File: src/rtl/logic_unit_pkg.sv
// Shared definitions for the sequential logic unit.
//   - operation select encoding (OP_AND .. OP_XNOR; codes 6 and 7 are illegal)
//   - FSM state encoding (S_IDLE, S_RUN, S_DONE)
//   - chunk_divides(): elaboration-time legality check for CHUNK vs WIDTH
package logic_unit_pkg;

  localparam logic [2:0] OP_AND  = 3'd0;
  localparam logic [2:0] OP_NAND = 3'd1;
  localparam logic [2:0] OP_OR   = 3'd2;
  localparam logic [2:0] OP_NOR  = 3'd3;
  localparam logic [2:0] OP_XOR  = 3'd4;
  localparam logic [2:0] OP_XNOR = 3'd5;

  typedef enum logic [1:0] {
    S_IDLE = 2'd0,
    S_RUN  = 2'd1,
    S_DONE = 2'd2
  } state_t;

  // True when the operand width splits into a whole number of chunks.
  function automatic bit chunk_divides(input int width, input int chunk);
    return (width > 0) && (chunk > 0) && ((width % chunk) == 0);
  endfunction

endpackage

File: src/rtl/logic_slice.sv
// Combinational CHUNK-bit logic evaluator.
// Ports:
//   op  in  3      operation select (see logic_unit_pkg)
//   a   in  CHUNK  operand A slice
//   b   in  CHUNK  operand B slice
//   y   out CHUNK  op(a, b); all zeros for the illegal codes 6 and 7
module logic_slice
  import logic_unit_pkg::*;
#(
  parameter int CHUNK = 8
) (
  input  logic [2:0]       op,
  input  logic [CHUNK-1:0] a,
  input  logic [CHUNK-1:0] b,
  output logic [CHUNK-1:0] y
);

  // Pure bitwise select; illegal codes deliberately yield zero so the
  // completed result reads as 0 with the zero flag set.
  always_comb begin
    y = '0;
    case (op)
      OP_AND:  y = a & b;
      OP_NAND: y = ~(a & b);
      OP_OR:   y = a | b;
      OP_NOR:  y = ~(a | b);
      OP_XOR:  y = a ^ b;
      OP_XNOR: y = ~(a ^ b);
      default: y = '0;
    endcase
  end

endmodule

File: src/rtl/seq_logic_unit.sv
// Multi-cycle bitwise logic unit: evaluates one CHUNK-bit slice per cycle,
// lowest slice first, under a start/done handshake, and produces a zero flag.
// Ports:
//   clk       in   1      system clock, rising edge
//   rst_n     in   1      asynchronous active-low reset
//   start     in   1      request, accepted only when idle
//   op        in   3      operation select, captured on accept
//   a, b      in   WIDTH  operands, captured on accept
//   subtract  in   1      ALU-interface compatibility only; unused
//   busy      out  1      high while an operation is in flight
//   done      out  1      one-cycle pulse; result and zero are final
//   result    out  WIDTH  registered result, held until the next accept
//   zero      out  1      completed result is all zeros
//   carryout  out  1      constant 0
//   overflow  out  1      constant 0
module seq_logic_unit
  import logic_unit_pkg::*;
#(
  parameter int WIDTH = 32,
  parameter int CHUNK = 8
) (
  input  logic             clk,
  input  logic             rst_n,
  input  logic             start,
  input  logic [2:0]       op,
  input  logic [WIDTH-1:0] a,
  input  logic [WIDTH-1:0] b,
  input  logic             subtract,
  output logic             busy,
  output logic             done,
  output logic [WIDTH-1:0] result,
  output logic             zero,
  output logic             carryout,
  output logic             overflow
);

  localparam int NUM_SLICES = WIDTH / CHUNK;
  localparam int IDX_W      = (NUM_SLICES > 1) ? $clog2(NUM_SLICES) : 1;
  localparam logic [IDX_W-1:0] LAST_IDX = IDX_W'(NUM_SLICES - 1);

  generate
    if (!chunk_divides(WIDTH, CHUNK)) begin : g_bad_chunk
      $fatal(1, "seq_logic_unit: CHUNK (%0d) must divide WIDTH (%0d)", CHUNK, WIDTH);
    end
  endgenerate

  state_t           state_q, state_d;
  logic [IDX_W-1:0] idx_q, idx_d;
  logic [WIDTH-1:0] a_q, a_d;
  logic [WIDTH-1:0] b_q, b_d;
  logic [2:0]       op_q, op_d;
  logic [WIDTH-1:0] result_q, result_d;
  logic             zero_q, zero_d;
  logic             acc_q, acc_d;
  logic             done_q, done_d;

  logic [CHUNK-1:0] slice_a, slice_b, slice_y;
  logic             unused_subtract;

  assign unused_subtract = subtract;

  // One evaluator is shared by every slice; idx_q steers which operand bits
  // it sees this cycle.
  assign slice_a = a_q[int'(idx_q) * CHUNK +: CHUNK];
  assign slice_b = b_q[int'(idx_q) * CHUNK +: CHUNK];

  logic_slice #(.CHUNK(CHUNK)) u_slice (
    .op (op_q),
    .a  (slice_a),
    .b  (slice_b),
    .y  (slice_y)
  );

  // State and datapath registers; reset wipes any in-flight operation.
  always_ff @(posedge clk or negedge rst_n) begin
    if (!rst_n) begin
      state_q  <= S_IDLE;
      idx_q    <= '0;
      a_q      <= '0;
      b_q      <= '0;
      op_q     <= '0;
      result_q <= '0;
      zero_q   <= 1'b0;
      acc_q    <= 1'b0;
      done_q   <= 1'b0;
    end else begin
      state_q  <= state_d;
      idx_q    <= idx_d;
      a_q      <= a_d;
      b_q      <= b_d;
      op_q     <= op_d;
      result_q <= result_d;
      zero_q   <= zero_d;
      acc_q    <= acc_d;
      done_q   <= done_d;
    end
  end

  // Next-state and datapath. done and zero are registered together on the
  // edge leaving S_DONE so they become visible in the same cycle.
  always_comb begin
    state_d  = state_q;
    idx_d    = idx_q;
    a_d      = a_q;
    b_d      = b_q;
    op_d     = op_q;
    result_d = result_q;
    zero_d   = zero_q;
    acc_d    = acc_q;
    done_d   = 1'b0;
    case (state_q)
      S_IDLE: begin
        if (start) begin
          a_d      = a;
          b_d      = b;
          op_d     = op;
          result_d = '0;
          zero_d   = 1'b0;
          acc_d    = 1'b1;
          idx_d    = '0;
          state_d  = S_RUN;
        end
      end
      S_RUN: begin
        result_d[int'(idx_q) * CHUNK +: CHUNK] = slice_y;
        acc_d = acc_q & (slice_y == '0);
        if (idx_q == LAST_IDX) begin
          state_d = S_DONE;
        end else begin
          idx_d = idx_q + 1'b1;
        end
      end
      S_DONE: begin
        done_d  = 1'b1;
        zero_d  = acc_q;
        idx_d   = '0;
        state_d = S_IDLE;
      end
      default: state_d = S_IDLE;
    endcase
  end

  assign busy     = (state_q != S_IDLE);
  assign done     = done_q;
  assign result   = result_q;
  assign zero     = zero_q;
  assign carryout = 1'b0;
  assign overflow = 1'b0;

endmodule

File: config.mk
export PLATFORM = sky130hd
export DESIGN_NAME = seq_logic_unit
export DESIGN_NICKNAME = d
export VERILOG_FILES = /design/src/rtl/logic_unit_pkg.sv /design/src/rtl/logic_slice.sv /design/src/rtl/seq_logic_unit.sv
export SDC_FILE = /design/constraint.sdc
export NUM_CORES = 1
export LEC_CHECK = 0
export CORE_MARGIN = 5
export CORE_UTILIZATION = 40
export DETAILED_ROUTE_END_ITERATION = 7
export PLACE_DENSITY = 0.65
export SETUP_SLACK_MARGIN = 0.3
export SLEW_MARGIN = 40
export SYNTH_ARGS = -nofsm -noshare
export SYNTH_HDL_FRONTEND = slang
export SYNTH_SLANG_ARGS = --single-unit
File: constraint.sdc
create_clock -name clk -period 3.09 [get_ports clk]
set_input_delay 0.618 -clock clk [delete_from_list [all_inputs] [get_ports clk]]
set_output_delay 0.618 -clock clk [all_outputs]
set_load 0.005 [all_outputs]
==> results of run 1 <==
layer usage:
metal	up-vias	GRT usage, %
met2	99	24.6
met4	0	6.58
met5	-	0
met1	1612	20.4
met3	19	3.98
li1	1591	-
sequential cells by signal (all words and copies together) (netlist names):
register  count
state_q       2
op_q          3
acc_q         1
idx_q         2
zero          1
done          1
b_q          32
result       32
a_q          32
cell usage in the layout, fill, tap and decap left out, drive strengths merged, types with 8 or more instances in the layout:
cell type	Yosys	layout
mux4	16	16
clkdlybuf4s50	0	103
nor2	24	24
ha	20	20
clkbuf	4	10
o22ai	8	8
inv	20	22
nand2	39	39
mux2	67	67
xor2	8	8
xnor2	16	16
dfrtp	106	106
o21ai	36	36
worst reg2reg max path: cells and delay by family, from the launching register on:
family | cells | cell delay (ns)
AOI/OAI and AO/OA | 3 | 0.41
xor gates and xnor gates | 1 | 0.14
adders and majority gates | 1 | 0.23
buffers and inverters | 2 | 0.28
DFF | 1 | 0.39
muxes | 1 | 0.57
and+or+nand+nor | 2 | 0.51
area by class of cell:
type,instances,area share [%]
multi-input combinational,259,33.9
tap,172,3.28
clock buffer,10,3.64
sequential,106,40.4
clock inverter,5,0.591
inverter,20,1.14
timing repair buffer,110,17.1
final timing paths:
kind,from,endpoint,slack (ns)
max in group asynchronous,rst_n,a_q[8],2.11
min in group clk,acc_q,zero,0.49
setup / recovery,idx_q[0],acc_q,0.48
setup reg to reg,idx_q[0],acc_q,0.48
hold / removal,rst_n,result[12],0.24
hold reg to reg,acc_q,zero,0.49
power by group:
part | internal, mW | switching (mW) | leakage (nW) | total (mW)
logic | 1.82 | 1.73 | 1.32 | 3.55
registers | 1.95 | 0.339 | 1.32 | 2.29
clock network | 0.570 | 0.514 | 0.135 | 1.08
cell families after synthesis:
group / synth area share (%)
mux: 21.9
other cells: 0.0735
compound gates: 5.62
xor+xnor: 4.27
simple gates: 6.84
flops: 52.0
fa+ha+maj: 4.91
buf+inv: 4.42
==> results by group, run 1 <==
Yosys
  • Mapped Area: 0.00510 mm²
  • Leading area contributor after synthesis: dfrtp_1
  • Top cells by count, synth: dfrtp_1 (106), mux2_2 (67), nand2_1 (39), o21ai_0 (35)
  • Post-synthesis cell type count: 34
  • Syn Area/Cell: 12.6 µm²
  • Top post-synthesis cells by area: dfrtp_1 (52%), mux2_2 (15%), mux4_2 (7.1%)
  • Post-synthesis sequential area ratio: 52.0%
  • Asr flop ratio synth: between 90% and 100%
  • Flops & latches, synth: 106
  • Synth top area share: 52.0%
  • Post-synth EDFFs: 0
  • YS warnings: 0
  • Cells after Synth: approximately 410
  • Synth Flop Type: dfrtp_1
  • Count leader, synth: dfrtp_1

Clock tree
  • Root buf cell: clkbuf_16
  • TritonCTS clock tree: yes
  • Clk pin slew, worst setup/hold paths: 0.07 ns
  • CTS Sinks: about 110
  • Clock buffer depth: 2
  • Total CTS buffers: 9
  • CTS resizes: 0
  • Setup bufs post-CTS: 0
  • Hold_buf cts: 0
  • Worst skew pair latency: 0.35 ns
  • H-tree levels: 3

Route
  • Metal2 WL: 5080 µm
  • Met3 wire len: 773 µm
  • Detail Route Antenna Nets: 0
  • Detailed Routing Iterations Pass 1: 4
  • 1st-iter DRT viols: ~170
  • DR top layer: met4
  • DRC viols: 0
  • WL/cell: 16.1 µm
  • Routed vias: 3321
  • Routed wire length: about 11000 µm
  • WL met1: between 4000 and 5000 µm
  • Vias per cell: 4.87

Placed design
  • Placed Cells: 667
  • Dpl hpwl: 7960 µm
  • Placer congestion estimate: between 0.7 and 0.8
  • Placed instance area: roughly 0.0063 mm²
  • Place WS: around 0.50 ns
  • Port Buffer Count: 104

STA
  • Crit share post-route: 84.4%
  • Final setup violation count: 0
  • Minimum clock period: approximately 2.6 ns
  • Worst-Margin Slew: 0.614 ns
  • Final setup TNS: 0 ns
  • Slack of the critical path: 0.482 ns
  • RSZ-0062 raised after global routing: no
  • Max-slew headroom: 59.0%
  • Final hold vios: 0
  • Max Transition Viols Final: 0
  • Fmax: between 0.3 and 0.4 GHz
  • Hold slack: 0.244 ns
  • Clock skew: between 0.005 and 0.006 ns

Setup path
  • Crit path cell chain: buf_12 -> mux4_2 -> inv_1 -> ha_1 -> xnor2_1 -> o22ai_1 -> nor2_1 -> nand4_1 -> o21ai_1 -> o21a_1
  • Type of origin of the critical path: register
  • CP max FO: 18
  • Crit path DAT: 2.89 ns
  • R2R depth: 10
  • Buf+Inv Stages, Crit Path: 2
  • CP max-delay cell: mux4_2
  • Worst path depth: 10
  • Crit Path Category: reg2reg
  • WP data required: between 3 and 4 ns
  • CP peak stage delay: 0.57 ns
  • Delay-heaviest family, CP: multiplexers
  • Worst Setup End Kind: register

Global route
  • GRT Overall Usage: approximately 16%
  • Vias in the first global route: around 3600
  • Initial antenna violation count: 0
  • Largest net degree at the start of global routing: 70
  • Grt total ovfl: 0
  • Global-route wire length before repair: between 15000 and 20000 µm

Final layout
  • Design area: 0.00657 mm²
  • Share of post-route cells with drive strength above 1: 22.2%
  • Fin nets: 597
  • Number of antenna diodes: 0
  • Register Area: 0.00265 mm²
  • Core Util, Final: 52.3%
  • Syn-to-layout area delta: 28.8%
  • Multi-input logic area: 0.00223 mm²
  • Post-route insts no fill: 682
  • FILL cells: 1097

Floorplanning
  • Initial Util: 40.6%
  • Die area: 0.0151 mm²
  • Vert. Die Dim: 123 µm
  • Chip Width: roughly 120 µm
  • Std cell rows: 41
  • Num ports: 108
  • Core area: 0.0126 mm²

Worst hold path
  • Hold WC Path Type: in2async

Power
  • Pwr Total: 6.93 mW
  • Leak pwr: 2.77 nW
  • VDD IR-drop max: 0.450 mV
  • Cell Pwr Density: 1050 mW/mm²

Outcome
  • Status: finished, final reports clean

Flow run
  • # Max-Cap Violations: 0
(Power assumes the default switching activity.)
==> run 2: changes to the inputs <==
clock period = 2.4 ns   (was 3.09 ns; I/O delays follow)
==> run 2 against run 1 <==
Via count rose by 3.4%. Wire length rose by 2.1%. Worst setup slack got worse by 0.38 ns. Flip-flop and latch count did not move. Final cell count rose by 2.8%. Critical path depth did not move. Worst hold slack got worse by 0.16 ns. Highest routed layer unchanged.
==> results by group, run 2 (synthesis results as in run 1) <==
Final layout
  • Core Util, Final: between 50 and 60%
  • Number of antenna diodes: 0
  • Share of post-route cells with drive strength above 1: around a third
  • Commonest non-fill, non-tap cell in the layout: dfrtp_1
  • Fin nets: 615
  • Syn-to-layout area delta: 37.1%
  • Commonest cells after routing, fill and taps aside: dfrtp_1 (105), clkdlybuf4s50_1 (103), mux2_2 (67)
  • FILL cells: about 1100

STA
  • Minimum clock period: 2.30 ns
  • Fmax: 0.434 GHz
  • Worst-Margin Slew: 0.644 ns
  • Clock skew: 0.00523 ns
  • Final setup TNS: 0 ns
  • Max-slew headroom: between 50% and 60%
  • Final setup violation count: 0
  • RSZ-0062 raised after global routing: yes
  • Final hold vios: 0
  • Crit share post-route: 95.9%
  • Max Transition Viols Final: 0

Placed design
  • Dpl hpwl: 8220 µm
  • Port Buffer Count: around 100
  • Placer congestion estimate: 0.769

Global route
  • Initial antenna violation count: 0
  • Vias in the first global route: 3682
  • Global-route wire length before repair: between 15000 and 20000 µm
  • GRT Overall Usage: 15.6%
  • Largest net degree at the start of global routing: 46
  • Grt total ovfl: 0

Setup path
  • CP max FO: 13
  • CP max-delay cell: mux4_2
  • Critical Path Source: idx_q[0]
  • WP data required: 2.69 ns
  • Crit path DAT: approximately 2.6 ns
  • FF-to-FF Start: idx_q[0]
  • Delay-heaviest family, CP: multiplexers
  • Buf+Inv Stages, Crit Path: 2
  • CP peak stage delay: 0.56 ns
  • Crit path cell chain: buf_12 -> mux4_2 -> inv_2 -> ha_4 -> xnor2_2 -> o22ai_1 -> nor2_2 -> nand4_1 -> o21ai_1 -> o21a_1
  • Type of origin of the critical path: register
  • Crit Path Category: reg2reg
  • Worst Setup End Kind: register

Floorplanning
  • Std cell rows: 41
  • Vert. Die Dim: 123 µm
  • Chip Width: 123 µm
  • Num ports: 108
  • Die area: 0.0151 mm²
  • Core area: between 0.01 and 0.015 mm²
  • Initial Util: 40.6%

Route
  • DRC viols: 0
  • Routed vias: ~3400
  • Detail Route Antenna Nets: 0
  • WL/cell: roughly 16 µm
  • Detailed Routing Iterations Pass 1: 4
  • 1st-iter DRT viols: about 230
  • Routed wire length: 11200 µm
  • Vias per cell: 4.90

Clock tree
  • Total CTS buffers: 9
  • Root buf cell: clkbuf_16
  • H-tree levels: 3
  • Hold_buf cts: 0
  • CTS Sinks: 106
  • Clk pin slew, worst setup/hold paths: ~0.07 ns
  • Clock buffer depth: 2
  • TritonCTS clock tree: yes
  • Worst skew pair latency: ~0.34 ns

Worst hold path
  • Hold WC Path Type: in2async

Power
  • Cell Pwr Density: between 1000 and 1500 mW/mm²
  • Leak pwr: 2.93 nW
  • VDD IR-drop max: 0.586 mV

Flow run
  • # Max-Cap Violations: 0

Outcome
  • Status: finished, final reports clean
==> run 2: cell count changes in the layout (fill, tap and decap cells not counted), sizes merged <==
cell,before,now
buf,7,25
clkbuf,10,13
inv,22,20
bufinv,0,1
clkinvlp,1,0
==> run 2: cell type report <==
class | instances | area (µm²) | share of cell area [%]
clock buffers | 13 | 260 | 3.72
clock inverters | 3 | 47.5 | 0.680
inverters | 20 | 75.1 | 1.07
multi-input cells | 259 | 2410 | 34.5
flip-flops and latches | 106 | 2650 | 38.0
well taps | 172 | 215 | 3.08
repair buffers | 128 | 1330 | 19.0
==> run 2: power breakdown <==
part	internal, mW	switching, mW
sequential	2.52	0.438
combinational	3.20	2.65
clock	0.871	0.640
total	6.59	3.73
==> run 2: per-stage QoR <==
step	instances	hold WS [ns]	setup slack, ns	power (mW)	area (µm²)
detailed placement	678	0.469	0.0299	7.94	6400
global route	701	0.116	-0.0425	11.1	6990
global placement	678	0.461	0.0756	7.74	6400
CTS	700	0.0993	0.0520	9.76	6810
finish	701	0.0875	0.0981	10.3	6990
floorplan	407	0.184	0.157	6.39	5130
==> run 2: final timing paths <==
| path | slack, ns | end | cells after the start |
|---|---|---|---|
| min reg2reg | 0.48 | result[15] | 2 |
| max reg2reg | 0.1 | acc_q | 10 |
| min in group clk | 0.48 | result[15] | 2 |
| max | 0.1 | acc_q | 10 |
| min | 0.09 | result[23] | 1 |
| max in group asynchronous | 1.69 | b_q[3] | 2 |
==> run 2: metal layers <==
layer / global-route usage, % / routed length, µm / vias to the layer above
met4: 4.83 / 139 / 0
li1: - / - / 1629
met1: 20.0 / 4840 / 1711
met5: 0 / 0 / -
met2: 25.6 / 5540 / 82
met3: 4.48 / 674 / 11
==> run 2: repair_timing <==
| action | CTS | global route |
|---|---|---|
| resized for setup | 14 | 63 |
| setup buffers | 5 | 1 |
| pin swaps | 7 | 2 |
| cloned | 1 | 0 |
| setup endpoints to repair | 34 | 34 |
